<file path="src/rtl/if_fetch_stage_if.sv">
// Instruction-memory request/response bus between the fetch stage (master) and imem (slave).
// One transfer per cycle in which imem_req and imem_ready are both high; rdata is combinational that cycle.
interface if_fetch_stage_if;
  logic        imem_req;
  logic [31:0] imem_addr;
  logic        imem_ready;
  logic [31:0] imem_rdata;

  modport master (
    output imem_req,
    output imem_addr,
    input  imem_ready,
    input  imem_rdata
  );

  modport slave (
    input  imem_req,
    input  imem_addr,
    output imem_ready,
    output imem_rdata
  );
endinterface

</file>
<file path="src/rtl/if_fetch_stage.sv">
// IF stage owning the PC: a zero-wait memory gives 1 cycle to first Effective_out, then 1 instr/cycle.
// Enable holds the presented instruction and suppresses prefetch, Redirect squashes it; IF_PERF_CNT_EN adds perf counters.
module if_fetch_stage #(
  parameter logic [31:0] RESET_PC = 32'h0000_3000,
  parameter logic [31:0] PC_STEP  = 32'd4
) (
  input  logic                   clk,
  input  logic                   rst,
  input  logic                   Enable,
  input  logic                   Redirect,
  input  logic [31:0]            Redirect_PC,
  if_fetch_stage_if.master       imem,
  output logic                   Effective_out,
  output logic [31:0]            PC_out,
  output logic [31:0]            IR_out
`ifdef IF_PERF_CNT_EN
  ,
  output logic [31:0]            fetch_cnt,
  output logic [31:0]            stall_cnt,
  output logic [31:0]            squash_cnt
`endif
);

  typedef enum logic {FETCH = 1'b0, VALID = 1'b1} state_t;

  state_t      state;
  logic [31:0] pc;
  logic [31:0] pc_buf;
  logic [31:0] ir_buf;
  logic [31:0] redirect_tgt;
  logic        take;

  assign redirect_tgt = Redirect_PC & ~32'd3;

  // In VALID, a new request is only issued once the presented instruction is consumed.
  assign imem.imem_req  = (state == FETCH) ? 1'b1 : (~Enable & ~Redirect);
  assign imem.imem_addr = pc;

  // A transfer that coincides with a redirect is dropped.
  assign take = imem.imem_req & imem.imem_ready & ~Redirect;

  always_ff @(posedge clk) begin
    if (rst) begin
      state  <= FETCH;
      pc     <= RESET_PC;
      pc_buf <= '0;
      ir_buf <= '0;
    end else if (Redirect) begin
      state <= FETCH;
      pc    <= redirect_tgt;
    end else if (take) begin
      state  <= VALID;
      ir_buf <= imem.imem_rdata;
      pc_buf <= pc;
      pc     <= pc + PC_STEP;
    end else if (state == VALID && !Enable) begin
      state <= FETCH;
    end
  end

  assign Effective_out = (state == VALID);
  assign PC_out        = (state == VALID) ? pc_buf : '0;
  assign IR_out        = (state == VALID) ? ir_buf : '0;

`ifdef IF_PERF_CNT_EN
  always_ff @(posedge clk) begin
    if (rst) begin
      fetch_cnt  <= '0;
      stall_cnt  <= '0;
      squash_cnt <= '0;
    end else begin
      if (take)
        fetch_cnt <= fetch_cnt + 32'd1;
      if (state == VALID && Enable && !Redirect)
        stall_cnt <= stall_cnt + 32'd1;
      if (Redirect && (state == VALID || imem.imem_ready))
        squash_cnt <= squash_cnt + 32'd1;
    end
  end
`endif

endmodule

</file>
<file path="src/flat_wrapper.sv">
// flat-port wrapper written by rule: the top's interface ports become plain ports
module if_fetch_stage_flat 
#(
  parameter logic [31:0] RESET_PC = 32'h0000_3000,
  parameter logic [31:0] PC_STEP  = 32'd4
)
  (clk, rst, Enable, Redirect, Redirect_PC, Effective_out, PC_out, IR_out, imem_imem_req, imem_imem_addr, imem_imem_ready, imem_imem_rdata);
  if_fetch_stage_if imem_i ();
  input  logic clk;
  input  logic rst;
  input  logic Enable;
  input  logic Redirect;
  input  logic [31:0] Redirect_PC;
  output logic Effective_out;
  output logic [31:0] PC_out;
  output logic [31:0] IR_out;
  output wire logic [$bits(imem_i.imem_req)-1:0] imem_imem_req;
  output wire logic [$bits(imem_i.imem_addr)-1:0] imem_imem_addr;
  input wire logic [$bits(imem_i.imem_ready)-1:0] imem_imem_ready;
  input wire logic [$bits(imem_i.imem_rdata)-1:0] imem_imem_rdata;
  assign imem_imem_req = imem_i.imem_req;
  assign imem_imem_addr = imem_i.imem_addr;
  assign imem_i.imem_ready = imem_imem_ready;
  assign imem_i.imem_rdata = imem_imem_rdata;
  if_fetch_stage #(.RESET_PC(RESET_PC), .PC_STEP(PC_STEP)) u_core (.clk(clk), .rst(rst), .Enable(Enable), .Redirect(Redirect), .Redirect_PC(Redirect_PC), .imem(imem_i), .Effective_out(Effective_out), .PC_out(PC_out), .IR_out(IR_out));
endmodule
</file>
<file path="config.mk">
export PLATFORM = sky130hd
export DESIGN_NAME = if_fetch_stage_flat
export DESIGN_NICKNAME = d
export VERILOG_FILES = /design/src/rtl/if_fetch_stage_if.sv /design/src/rtl/if_fetch_stage.sv /design/src/flat_wrapper.sv
export SDC_FILE = /design/constraint.sdc
export NUM_CORES = 1
export LEC_CHECK = 0
export BUFFER_PORTS_ARGS = -buffer_cell sky130_fd_sc_hd__buf_2
export CORE_AREA = 2 2 163 85
export CTS_BUF_LIST = sky130_fd_sc_hd__clkbuf_8
export DETAILED_ROUTE_END_ITERATION = 16
export DIE_AREA = 0 0 165 87
export PLACE_DENSITY = 0.71
export SLEW_MARGIN = 10
export SYNTH_ARGS = -nofsm -noshare
export SYNTH_HDL_FRONTEND = slang
export SYNTH_SLANG_ARGS = --single-unit
</file>
<file path="constraint.sdc">
create_clock -name clk -period 5.6 [get_ports clk]
set_input_delay 0.84 -clock clk [delete_from_list [all_inputs] [get_ports clk]]
set_output_delay 0.84 -clock clk [all_outputs]
set_load 0.02 [all_outputs]
</file>
======== Word level (Yosys, flattened, before mapping) ========
Cells that the tools add are included.
word-level totals
  register bits ........................... 97
  logic and storage cells ................. 24
  input port bits ......................... 69
  output and inout port bits .............. 98
operators by class
  add/subtract/negate cells ............... 1
  mux-type cells .......................... 7
  reductions and logical operators ........ 6
  bitwise gates (word level) .............. 5
operators with widths
  kind                                           count
  2-to-1 mux 32 bit                              4
  adder 32 x 3 -> 32 bit, second input constant  1
  nonzero test 2 bit                             2
  AND 1 bit                                      3
  2-to-1 mux 1 bit                               3
  NOT 1 bit                                      2
  AND reduction 2 bit                            1
  OR reduction 2 bit                             1
  logical AND 1 bit                              1
  logical NOT 1 bit                              1

======== Logic depth before layout (Yosys ltp) ========
  depth in word-level cells ............... 7
  depth in mapped cells ................... 7

======== Least setup slack after synthesis ========
Ideal clock, no wire load.
  kind .................................... input-to-reg
  start point ............................. in imem_imem_ready
  end point ............................... reg u_core.pc[18], in the netlist u_core.imem.imem_addr[18]
  library setup time ...................... 0.091 ns
  slack ................................... 3.089 ns
  path buffers ............................ 2
  arrival ................................. 2.420 ns
  data required time ...................... 5.509 ns
  stages on the path ...................... 6
  cell sequence ........................... buf_2 inv_1 or4_4 buf_6 or4_1 a311oi_1
on the way
  cells in the longest elaborated chain, start to end .. 3
ends and longest elaborated chain
  element                       line                  text
  from (decl)                   flat_wrapper.sv:19    input wire logic [$bits(imem_i.imem_ready)-1:0] imem_imem_ready;
  AND 1 bit (2 in series)       if_fetch_stage.sv:40  assign take = imem.imem_req & imem.imem_ready & ~Redirect;
  nonzero test 2 bit (no line)  --
  to (signal assigned)          if_fetch_stage.sv:50  pc <= redirect_tgt;
  to (signal assigned)          if_fetch_stage.sv:55  pc <= pc + PC_STEP;
  to (decl)                     if_fetch_stage.sv:27  logic [31:0] pc;
No other way between the ends.
A chain may end at the register's enable or synchronous reset.

======== Worst setup path after layout ========
  start point ............................. reg u_core.state, in the netlist u_core.Effective_out
  end point ............................... out imem_imem_req
on the way
  cells in the longest elaborated chain, start to end .. 1
ends and longest elaborated chain
  element                 line                  text
  from (decl)             if_fetch_stage.sv:26  state_t state;
  from (signal assigned)  if_fetch_stage.sv:44  state <= FETCH;
  from (signal assigned)  if_fetch_stage.sv:49  state <= FETCH;
  from (signal assigned)  if_fetch_stage.sv:52  state <= VALID;
  2-to-1 mux 1 bit        if_fetch_stage.sv:36  assign imem.imem_req = (state == FETCH) ? 1'b1 : (~Enable & ~Redirect);
  to (decl)               flat_wrapper.sv:17    output wire logic [$bits(imem_i.imem_req)-1:0] imem_imem_req;
No other way between the ends.

==> impl_results.md <==
- Placed instance count: 878
- Sum of negative setup slack: 0 ps
- Site row count: 30
- Cells along the critical path: o21a_1 -> clkinv_1 -> buf_2
- Clock Path Buffers: 2
- Share of flip-flops with an asynchronous set or reset after synthesis: 0%
- Clock network latency to the later pin of the worst-skew pair: 360 ps
- Minimum clock period after layout: 3050 ps
- Core box area: 13,100 um2
- Sort of element at the end of the critical path: output port
- Static power due to leakage: 0.00234 uW
- Top post-synthesis cells by area: sky130_fd_sc_hd__dfxtp_1, sky130_fd_sc_hd__nand2_1, sky130_fd_sc_hd__and2_1, sky130_fd_sc_hd__a21oi_1, sky130_fd_sc_hd__clkbuf_1
- Largest net degree at the start of global routing: 105
- Flops & latches, synth: 93
- Routed vias/inst: 5.02
- Fraction of the yosys area taken by sequential cells: 42.0%
- DRC viols: 0
- Distinct cells, synth: 48
- Highest clock frequency the design can meet: 328 MHz
- Synthesized cell area: 4430 um2
- Part of the total power dissipated in the clock network: 34.5%
- Root cell of the clock tree: sky130_fd_sc_hd__clkbuf_8
- Internal power consumption: 1000 uW
- Sw power: 385 uW
- Leading register cell type out of synthesis: sky130_fd_sc_hd__dfxtp_1
- Antenna Violating Nets Remaining: 0
- Relative contribution of sequential cells to total power: 53.2%
- Slew headroom: 26.2%
- Proportion of total power due to net switching: 27.7%
- Top-Level Pins: 167
- Max-capacitance violation count: 0
- Result of the run: finished clean
- Worst Path Required: 4760 ps
- Min-Delay Path Class: register to register
- Crit path setup slack, layout: 2550 ps
- Die outline area: 14,400 um2
- Area share of the largest cell type after synthesis: 42.0%
- Standard cell with the maximum stage delay on the critical path: sky130_fd_sc_hd__dfxtp_2
- Max Fanout on Critical Path: 65
- Quantity of gates resized following cts: 0
- Count of final setup violators: 0
- Number of antenna violations at the first check in global routing: 1
- # clock sinks: 93
- Number of buffers inserted by port buffering: 160
- First DRT Iteration DRCs: 323
- Dpl ws: 2250 ps
- Fraction of the cycle the final worst path needs: 54.4%
- Vias in the first global route: 3,833
- Clock H-tree levels: 3
- Final hold vios: 0
- Total clock buffers created by CTS: 9
- TritonCTS clock tree: yes
- Overflow left after global routing: 0
- Critical path class: register to output port
- Die extent in x: 165 um
- First-pass GRT wire length: 20,500 um
- Final Max Tran Viols: 0
- Vias post-DR: 4,497
- Fraction of layout instances using a drive strength above 1: 26.2%
- Drt wl/cell: 15.0 um
- Avg Synthesized Cell Area: 7.59 um2
- DR pass1 iterations: 4
- Number of nets at the end of the flow: 783
- Power Dens Cells: 253 nW/um2
- Hold-fix buffers, CTS: 0
- Total placed instance area: 5290 um2
- Post-route insts no fill: 895
- Starting utilization of the core area: 33.8%
- Critical path data arrival time: 2210 ps
- Signed area change from the synthesized netlist to the final layout: 24.1%
- Post-synthesis cell type with the largest combined area: sky130_fd_sc_hd__dfxtp_1
- Post-Route Skew: 14.3 ps
- Final instance area: 5500 um2
- DP Wirelength: 9310 um
- Unrepaired setup endpoints after global routing: false
- Largest incremental delay on the critical path: 1010 ps
- VDD IR max: 0.0983 mV
- Total Routing Usage GR: 18.3%
- Weighted congestion at the end of routability-driven global placement: 0.831
- Worst-path clk slew: 90 ps
- Aggregate routed wire length: 13,400 um
- Post-Syn Instances: 584
- Die extent in y: 87 um
- Synth warn: 0
- Number of enable-type register cells in the synthesized netlist: 0
- Relative contribution of combinational cells to total power: 12.3%
- Transition time of the tightest slew-check pin: 1110 ps
- Buffers inserted during post-CTS setup optimization: 0
- Setup crit start kind: register
cells by family (layout without fill, tap and decap cells):
kind of cell / Yosys count / in the layout / synth area share (%)
buf+inv: 56 / 187 / 5.34
simple gates: 307 / 307 / 34.4
xor+xnor: 8 / 8 / 1.58
other cells: 1 / 5 / 0.0846
fa+ha+maj: 1 / 1 / 0.282
compound gates: 118 / 118 / 16.3
flops: 93 / 93 / 42.0
critical path: cells and delay by family (launching register included):
family	cells	cell delay, ps
buffers and inverters	2	500
DFF	1	1010
AOI/OAI and AO/OA	1	330
flip-flops by register name (all words and copies together) (netlist names):
signal                 flops
u_core.ir_buf             32
u_core.imem.imem_addr     30
u_core.pc_buf             30
u_core.Effective_out       1
placed cells by master (no fill, tap or decap), drive strengths merged, types with 2 or more instances in the layout:
cell / instances
xnor2: 2
or2: 2
and3: 3
nand4b: 2
and4: 6
nand2: 139
nor4: 8
a31oi: 2
o31ai: 8
or3: 6
a2111oi: 2
a21oi: 67
nand3: 19
o21ai: 8
nand4: 11
or4: 8
clkbuf: 9
clkinv: 2
buf: 163
conb: 4
o211ai: 3
dfxtp: 93
a211oi: 11
nor2: 27
xor2: 6
nor3: 5
a311oi: 10
inv: 10
and2: 65
bufinv: 2
nor3b: 4
synth_stat cells (2+ instances only):
library cell / number
sky130_fd_sc_hd__nand2_1: 139
sky130_fd_sc_hd__dfxtp_1: 93
sky130_fd_sc_hd__a21oi_1: 67
sky130_fd_sc_hd__and2_1: 65
sky130_fd_sc_hd__clkbuf_1: 33
sky130_fd_sc_hd__nor2_1: 27
sky130_fd_sc_hd__nand3_1: 19
sky130_fd_sc_hd__a211oi_1: 11
sky130_fd_sc_hd__a311oi_1: 10
sky130_fd_sc_hd__nand4_1: 10
sky130_fd_sc_hd__nor4_1: 8
sky130_fd_sc_hd__o21ai_0: 8
sky130_fd_sc_hd__o31ai_1: 8
sky130_fd_sc_hd__buf_1: 7
sky130_fd_sc_hd__or4_1: 7
sky130_fd_sc_hd__inv_1: 6
sky130_fd_sc_hd__xor2_1: 6
sky130_fd_sc_hd__and4_1: 5
sky130_fd_sc_hd__nor3_1: 5
sky130_fd_sc_hd__buf_4: 4
sky130_fd_sc_hd__nor3b_1: 4
sky130_fd_sc_hd__and3_1: 3
sky130_fd_sc_hd__buf_2: 3
sky130_fd_sc_hd__o211ai_1: 3
sky130_fd_sc_hd__or3_1: 3
sky130_fd_sc_hd__or3_2: 3
sky130_fd_sc_hd__a2111oi_0: 2
sky130_fd_sc_hd__a31oi_1: 2
sky130_fd_sc_hd__nand4b_1: 2
sky130_fd_sc_hd__or2_2: 2
sky130_fd_sc_hd__xnor2_1: 2
final timing paths:
kind,from,to,slack (ps),cells past startpoint
hold reg to reg,u_core.ir_buf[11],u_core.ir_buf[11],450,2
setup reg to reg,u_core.Effective_out,u_core.imem.imem_addr[23],2820,5
hold / removal,u_core.ir_buf[11],u_core.ir_buf[11],450,2
setup / recovery,u_core.Effective_out,imem_imem_req,2550,3
routing by layer:
layer / share of wire [%] / vias up / global-route usage (%)
met5: 0 / - / 0
met4: 0.73 / 0 / 3.87
met3: 8.3 / 11 / 5.00
met2: 39 / 171 / 25.2
met1: 52 / 2055 / 27.9
li1: - / 2260 / -
metrics by stage:
step | util, % | total power, uW | hold WS, ps
after global placement | 40.4 | 924 | 440
after detailed placement | 40.4 | 926 | 443
after floorplan | - | 852 | 432
after global routing | 42.0 | 1460 | 469
after CTS | 42.0 | 1410 | 456
final | 42.0 | 1390 | 453
power groups by stage:
stage / clock network (uW) / registers [uW] / logic [uW]
after floorplan: 0 / 754 / 97.4
after detailed placement: 0 / 754 / 172
final: 479 / 739 / 171
after global placement: 0 / 753 / 171
after global routing: 523 / 746 / 189
after CTS: 496 / 739 / 172
cell type report:
class | count | area, um2
antenna | 1 | 2.50
clock buffer | 9 | 124
clock inverter | 7 | 83.8
fill | 1372 | 7600
inverter | 8 | 30.0
multi-input combinational | 438 | 2350
sequential | 93 | 1860
tap | 176 | 220
timing repair buffer | 163 | 826
Note: power is estimated with default switching activity, not from simulation.
